--- src/rtl/pipe_front_regs.sv ---
// pipe_front_regs: PC, IF/ID and ID/EX registers with stall/flush bubbles and per-stage valid bits.
// Defining PIPE_FRONT_PERF_EN adds the StallCnt, FlushDCnt and BubbleCnt counters.
module pipe_front_regs #(
    parameter logic [31:0] RESET_PC  = 32'h0000_0000,
    parameter int          CTRL_W    = 12,
    parameter logic [31:0] NOP_INSTR = 32'h0000_0013
) (
    input  logic              clk,
    input  logic              rst_n,
    input  logic              StallF,
    input  logic              StallD,
    input  logic              FlushD,
    input  logic              FlushE,
    input  logic [31:0]       PCNextF,
    input  logic [31:0]       InstrF,
    input  logic [31:0]       PCPlus4F,
    input  logic [CTRL_W-1:0] CtrlD,
    input  logic [31:0]       RD1D,
    input  logic [31:0]       RD2D,
    input  logic [31:0]       ImmExtD,
    input  logic [4:0]        Rs1D,
    input  logic [4:0]        Rs2D,
    input  logic [4:0]        RdD,
    output logic [31:0]       PCF,
    output logic [31:0]       InstrD,
    output logic [31:0]       PCD,
    output logic [31:0]       PCPlus4D,
    output logic              ValidD,
    output logic [CTRL_W-1:0] CtrlE,
    output logic [31:0]       RD1E,
    output logic [31:0]       RD2E,
    output logic [31:0]       ImmExtE,
    output logic [31:0]       PCE,
    output logic [31:0]       PCPlus4E,
    output logic [4:0]        Rs1E,
    output logic [4:0]        Rs2E,
    output logic [4:0]        RdE,
    output logic              ValidE
`ifdef PIPE_FRONT_PERF_EN
    ,
    output logic [31:0]       StallCnt,
    output logic [31:0]       FlushDCnt,
    output logic [31:0]       BubbleCnt
`endif
);

    always_ff @(posedge clk) begin
        if (!rst_n)
            PCF <= RESET_PC;
        else if (!StallF)
            PCF <= PCNextF;
    end

    // flush outranks stall so a wrong-path instruction is discarded rather than held
    always_ff @(posedge clk) begin
        if (!rst_n || FlushD) begin
            InstrD   <= NOP_INSTR;
            PCD      <= '0;
            PCPlus4D <= '0;
            ValidD   <= 1'b0;
        end else if (!StallD) begin
            InstrD   <= InstrF;
            PCD      <= PCF;
            PCPlus4D <= PCPlus4F;
            ValidD   <= 1'b1;
        end
    end

    always_ff @(posedge clk) begin
        if (!rst_n || FlushE) begin
            CtrlE    <= '0;
            RD1E     <= '0;
            RD2E     <= '0;
            ImmExtE  <= '0;
            PCE      <= '0;
            PCPlus4E <= '0;
            Rs1E     <= '0;
            Rs2E     <= '0;
            RdE      <= '0;
            ValidE   <= 1'b0;
        end else begin
            CtrlE    <= CtrlD;
            RD1E     <= RD1D;
            RD2E     <= RD2D;
            ImmExtE  <= ImmExtD;
            PCE      <= PCD;
            PCPlus4E <= PCPlus4D;
            Rs1E     <= Rs1D;
            Rs2E     <= Rs2D;
            RdE      <= RdD;
            ValidE   <= ValidD;
        end
    end

`ifdef PIPE_FRONT_PERF_EN
    always_ff @(posedge clk) begin
        if (!rst_n) begin
            StallCnt  <= '0;
            FlushDCnt <= '0;
            BubbleCnt <= '0;
        end else begin
            StallCnt  <= StallCnt + 32'(StallD && !FlushD);
            FlushDCnt <= FlushDCnt + 32'(FlushD);
            BubbleCnt <= BubbleCnt + 32'(FlushE && ValidD);
        end
    end
`endif

endmodule

--- config.mk ---
export PLATFORM = sky130hd
export DESIGN_NAME = pipe_front_regs
export DESIGN_NICKNAME = d
export VERILOG_FILES = /design/src/rtl/pipe_front_regs.sv
export SDC_FILE = /design/constraint.sdc
export NUM_CORES = 1
export LEC_CHECK = 0
export ABC_AREA = 1
export CORE_AREA = 8 8 205 207
export CTS_BUF_LIST = sky130_fd_sc_hd__clkbuf_4 sky130_fd_sc_hd__clkbuf_8
export CTS_CLUSTER_SIZE = 28
export DETAILED_ROUTE_END_ITERATION = 8
export DIE_AREA = 0 0 213 215
export GPL_TIMING_DRIVEN = 1
export PLACE_DENSITY = 0.58
export SETUP_SLACK_MARGIN = 0.3
export SLEW_MARGIN = 25
export SYNTH_ARGS = -nofsm -noshare
export SYNTH_HDL_FRONTEND = slang
export SYNTH_SLANG_ARGS = --single-unit
--- constraint.sdc ---
create_clock -name clk -period 2.6 [get_ports clk]
set_clock_uncertainty 0.05 [all_clocks]
set_input_delay 0.39 -clock clk [delete_from_list [all_inputs] [get_ports clk]]
set_output_delay 0.39 -clock clk [all_outputs]
set_load 0.005 [all_outputs]
==> flow_summary.toml, run 1 <==
[sta]
tightest_slew_ps = 709
fin_crit_ps = 2070
rsz0062_at_grt = "no"
maxSlewViolCount = 0
max_freq_ghz = 0.483
whs_ps = 255
final.setup.tns_ps = 0
period_share = 0.797
setup_viol = 0
setup_slack_ps = 528
max_slew_margin = 0.527
hold_violations = 0

[cts]
clk_latency_ps = 610
cts_buffer_depth = 3
cts_sinks = 317
cts_resized = 0
cts_post_setup_buffers_inserted = 0
cts_tree = "yes"
cts-root-buf = "clkbuf_8"
clk_pin_slew_worst_paths_ps = 60
cts_buffers = 56
cts_max_level = 2
hold_buffers = 0

[critical_path]
arrival_ps = 1630
timing_worst_setup_path_type = "reg2out"
cp_top_family = "buffers and inverters"
cp_max_fo = 3
slowest_stage = "clkdlybuf4s50_1"
cp_slowest_stage_delay_ps = 600
cp_cell_sequence = "clkdlybuf4s50_1"
crit_buf_inv = 1
critPathCaptureType = "output port"
worstPathRequired_ps = 2160
start_kind = "flop"

[grt]
track_usage = 0.156
grt_first_pass_wirelength_mm = 55.2
grt_max_degree = 64
grt_overflow = 0
antenna_found_initial = 0
grt_pass1_vias = 8999

[synth]
synth_top_area_cell = "dfxtp_1"
avgSynthCellArea_um2 = 8.46
synth_cell_types = 13
synth_top_flop_cell = "dfxtp_1"
yosysTopAreaCellShare = 0.655
synth_seq_cells = 317
ys_seq_area_frac = 0.655
async_reset_ff_frac = 0
netlist_area_um2 = 9690
synth_most_common_cell = "dfxtp_1"
synthTopCellsByCount = "dfxtp_1 (317), nor2_1 (252), nand2_1 (193)"
synth_nets = 1370
synth_area_leaders = "dfxtp_1 (66%), nor2_1 (9.8%), nand2_1 (7.5%)"
yosys_warnings = 0
syn_inst = 1145
synth-edff-count = 0

[run_status]
status = "finished, final reports clean"

[pwr]
leakage_nw = 6.91
seqPwrFrac = 0.455
combPwrFrac = 0.098
peakVddDrop_mv = 0.431
power.density_nw_per_um2 = 663
clkPwrFrac = 0.447
swShare = 0.225
p_sw_mw = 2.53
p_int_mw = 8.70

[floorplan]
coreArea_um2 = 39000
ios = 542
rows = 73
dieWidth_um = 213
die_y_um = 215
die_area_um2 = 45800
initial_core_util = 0.248

[placed_design]
pre_cts_ws_ps = 614
gp_congestion = 0.813
placed_area_um2 = 15700
dp_hpwl_mm = 28.3
io_buffers = 541

[run]
max_cap_viol_count = 0

[layout]
syn_to_final_growth_pct = 74.9
nets = 1924
final_layout_size_suffix_gt1_frac = 0.0684
antenna_cells = 0
fillers = 3899
final_area_um2 = 16900

[drt]
ant_nets = 0
vias = 8853
drt_iter0_drc = 319
post-route-drc-count = 0
viasPerCell = 3.91
drtPass1Iterations = 4
wl_per_cell_um = 16.7
drt-total-wl_mm = 37.7

[hold_path]
hp-class = "in2reg"
## cells by family after synthesis
| family | share of synthesized area |
|---|---|
| compound gates | 0.0651 |
| simple gates | 0.175 |
| flops | 0.655 |
| buf+inv | 0.105 |
## stage by stage
stage / power (mW) / utilization / std cells
finish: 11.2 / 0.434 / 2265
global placement: 6.32 / 0.402 / 2166
detailed placement: 6.33 / 0.402 / 2166
global route: 11.7 / 0.434 / 2265
CTS: 11.4 / 0.434 / 2265
floorplan: 5.51 / - / 1145
## worst paths after layout
| check | end | slack (ps) | startpoint | cells past startpoint |
|---|---|---|---|---|
| worst min register to register | PCPlus4E[16] | 380 | PCPlus4D[16] | 2 |
| worst max-delay path | PCPlus4D[21] | 530 | PCPlus4D[21] | 1 |
| worst max register to register | PCD[19] | 1810 | PCD[19] | 2 |
| worst min-delay path | CtrlE[8] | 250 | CtrlD[8] | 3 |
## power groups by stage
stage	clock [mW]	sequential (mW)	combinational, mW
2_1_floorplan	0	5.22	0.293
3_3_place_gp	0	5.21	1.11
3_5_place_dp	0	5.21	1.11
4_1_cts	5.20	5.11	1.12
5_1_grt	5.41	5.12	1.20
6_report	5.02	5.11	1.10
## layer usage
layer,global-route usage,share of wire,vias to the layer above
met2,0.274,0.49,336
met1,0.172,0.40,3992
met5,0,0,-
met3,0.0544,0.097,47
met4,0.0559,0.021,0
li1,-,-,4478
## layout make-up
class	instances	area, um2	area share
well taps	525	657	0.0388
repair buffers	556	5630	0.332
clock inverters	13	173	0.0102
inverters	193	726	0.0428
flip-flops and latches	317	6350	0.375
multi-input cells	575	2340	0.138
clock buffers	86	1070	0.0632
## placed cells by master, fill, tap and decap left out
cell type          n
clkdlybuf4s50_1  540
dfxtp_1          317
nor2_1           252
nand2_1          192
inv_1            191
a21oi_1           94
clkbuf_8          68
o21ai_0           32
clkbuf_4          18
buf_4              8
buf_12             8
clkinv_2           7
bufinv_16          4
nand3_1            3
clkinvlp_4         3
inv_2              1
nand2_4            1
nand2_8            1
## worst min-delay path: stages
cell and delay, ps:
clkdlybuf4s50_1 390, inv_1 50, nor2_1 30
## state kept, by name (all words and copies together), names as in the netlist, 5 cells and up
register,cells
PCE,32
PCD,32
RdE,5
PCPlus4D,32
Rs1E,5
CtrlE,12
Rs2E,5
PCPlus4E,32
ImmExtE,32
PCF,32
RD2E,32
InstrD,32
RD1E,32
Note: power is estimated with default switching activity, not from simulation.
==> run 2: changes to the inputs <==
Settings changed: PLACE_DENSITY 0.58 to 0.6.
Clock period 2.6 ns to 1.8 ns, I/O delays scaled along.
==> run 2 against run 1 <==
Against the previous run: critical path depth did not move; flip-flop and latch count did not move; first-iteration DRC count rose by 22%; worst hold slack got worse by 120 ps; routed wire length rose by 1.9%; clock power rose by 35%; worst setup slack got worse by 180 ps; sequential share of layout area rose by 3.7 points; global-route usage rose by 0.33 points; critical path type unchanged; largest power group unchanged.
==> flow_summary.toml, run 2 (synthesized netlist as in run 1, its figures left out) <==
[sta]
fin_crit_ps = 1450
setup_viol = 0
max_freq_ghz = 0.688
hold_violations = 0
final.setup.tns_ps = 0
max_slew_margin = 0.705
rsz0062_at_grt = "yes"
tightest_slew_ps = 443
period_share = 0.807
maxSlewViolCount = 0

[floorplan]
dieWidth_um = 213
die_area_um2 = 45800
rows = 73
initial_core_util = 0.248
ios = 542
coreArea_um2 = 39000
die_y_um = 215

[run]
max_cap_viol_count = 0

[cts]
cts_tree = "yes"
cts_max_level = 2
clk_pin_slew_worst_paths_ps = 60
clk_latency_ps = 610
cts_buffers = 53
cts_sinks = 317
cts_buffer_depth = 3
cts-root-buf = "clkbuf_8"

[layout]
fillers = 4050
final_layout_size_suffix_gt1_frac = 0.328
seq_area_um2 = 6500
layout_common_cells = "nor2_1 (252), clkdlybuf4s50_1 (223), dfxtp_1 (198), inv_1 (192), nand2_1 (192)"
final_area_um2 = 15800
nets = 1964
multi_input_area_um2 = 2340
final_common_cell = "nor2_1"
instances_no_fill = 2308
syn_to_final_growth_pct = 63.1

[grt]
grt_pass1_vias = 9352
grt_first_pass_wirelength_mm = 56.5
track_usage = 0.160
grt_max_degree = 84
grt_overflow = 0
antenna_found_initial = 3

[hold_path]
hp-class = "in2reg"

[critical_path]
arrival_ps = 1130
slowest_stage = "dfxtp_1"
cp_top_family = "flip-flops"
worstPathRequired_ps = 1480
timing_worst_setup_path_type = "reg2out"
cp_slowest_stage_delay_ps = 320
cp_cell_sequence = "clkdlybuf4s15_1"
cp_max_fo = 2
critPathCaptureType = "output port"
crit_buf_inv = 1
start_kind = "flop"

[drt]
drtPass1Iterations = 4
wl_per_cell_um = 16.7
ant_nets = 0
post-route-drc-count = 0
viasPerCell = 3.93
vias = 9076
drt_iter0_drc = 390
drt-total-wl_mm = 38.4

[placed_design]
dp_hpwl_mm = 28.9
io_buffers = 541
place_inst = 2177
placed_area_um2 = 15800
gp_congestion = 0.831

[pwr]
power_mw = 15.6
power.density_nw_per_um2 = 986
leakage_nw = 7.60
peakVddDrop_mv = 0.727

[run_status]
status = "finished, final reports clean"
[run 2: cell count changes in the layout (fill, tap and decap cells not counted), moves of 4 or more]
| cell | delta |
|---|---|
| dfxtp_2 | +115 |
| clkbuf_4 | +6 |
| clkbuf_2 | +123 |
| buf_2 | +180 |
| dfxtp_4 | +4 |
| dfxtp_1 | -119 |
| clkdlybuf4s15_1 | +9 |
| buf_4 | +46 |
| clkdlybuf4s50_1 | -317 |
[run 2: stage by stage]
stage	setup slack, ps	util	hold WS, ps
floorplan	726	-	332
finish	348	0.405	130
global placement	208	0.404	379
CTS	205	0.416	48.0
detailed placement	174	0.404	381
global route	233	0.405	81.6
[run 2: path summary, 6_finish.rpt]
kind / slack (ps) / cells after the start / endpoint / startpoint
setup / recovery: 350 / 1 / InstrD[8] / InstrD[8]
hold / removal: 130 / 3 / CtrlE[3] / CtrlD[3]
setup reg to reg: 990 / 3 / PCD[24] / PCD[24]
hold reg to reg: 370 / 2 / PCPlus4E[1] / PCPlus4D[1]
[run 2: report_power, final]
| group | switching (mW) | internal (mW) |
|---|---|---|
| combinational | 0.646 | 0.795 |
| clock | 2.87 | 3.89 |
| sequential | 0.110 | 7.27 |
[run 2: per-layer routing]
metal,track usage,wire (um)
met5,0,13
met1,0.171,15100
met3,0.0575,3380
met4,0.0527,912
met2,0.286,19000
[run 2: cell type report]
type | instances | share of cell area
tap | 525 | 0.0416
clock buffer | 89 | 0.0680
inverter | 193 | 0.0459
sequential | 317 | 0.412
timing repair buffer | 599 | 0.280
antenna | 3 | 0.000475
multi-input combinational | 575 | 0.148
clock inverter | 7 | 0.00428
[run 2: what timing repair did]
action                                  in CTS  in global routing
gates resized for setup                    984                272
hold buffers                                 1                  0
hold endpoints to repair                    14                  0
setup buffers                               31                  0
gates cloned                                 0                  0
endpoints found under the setup margin     317                142
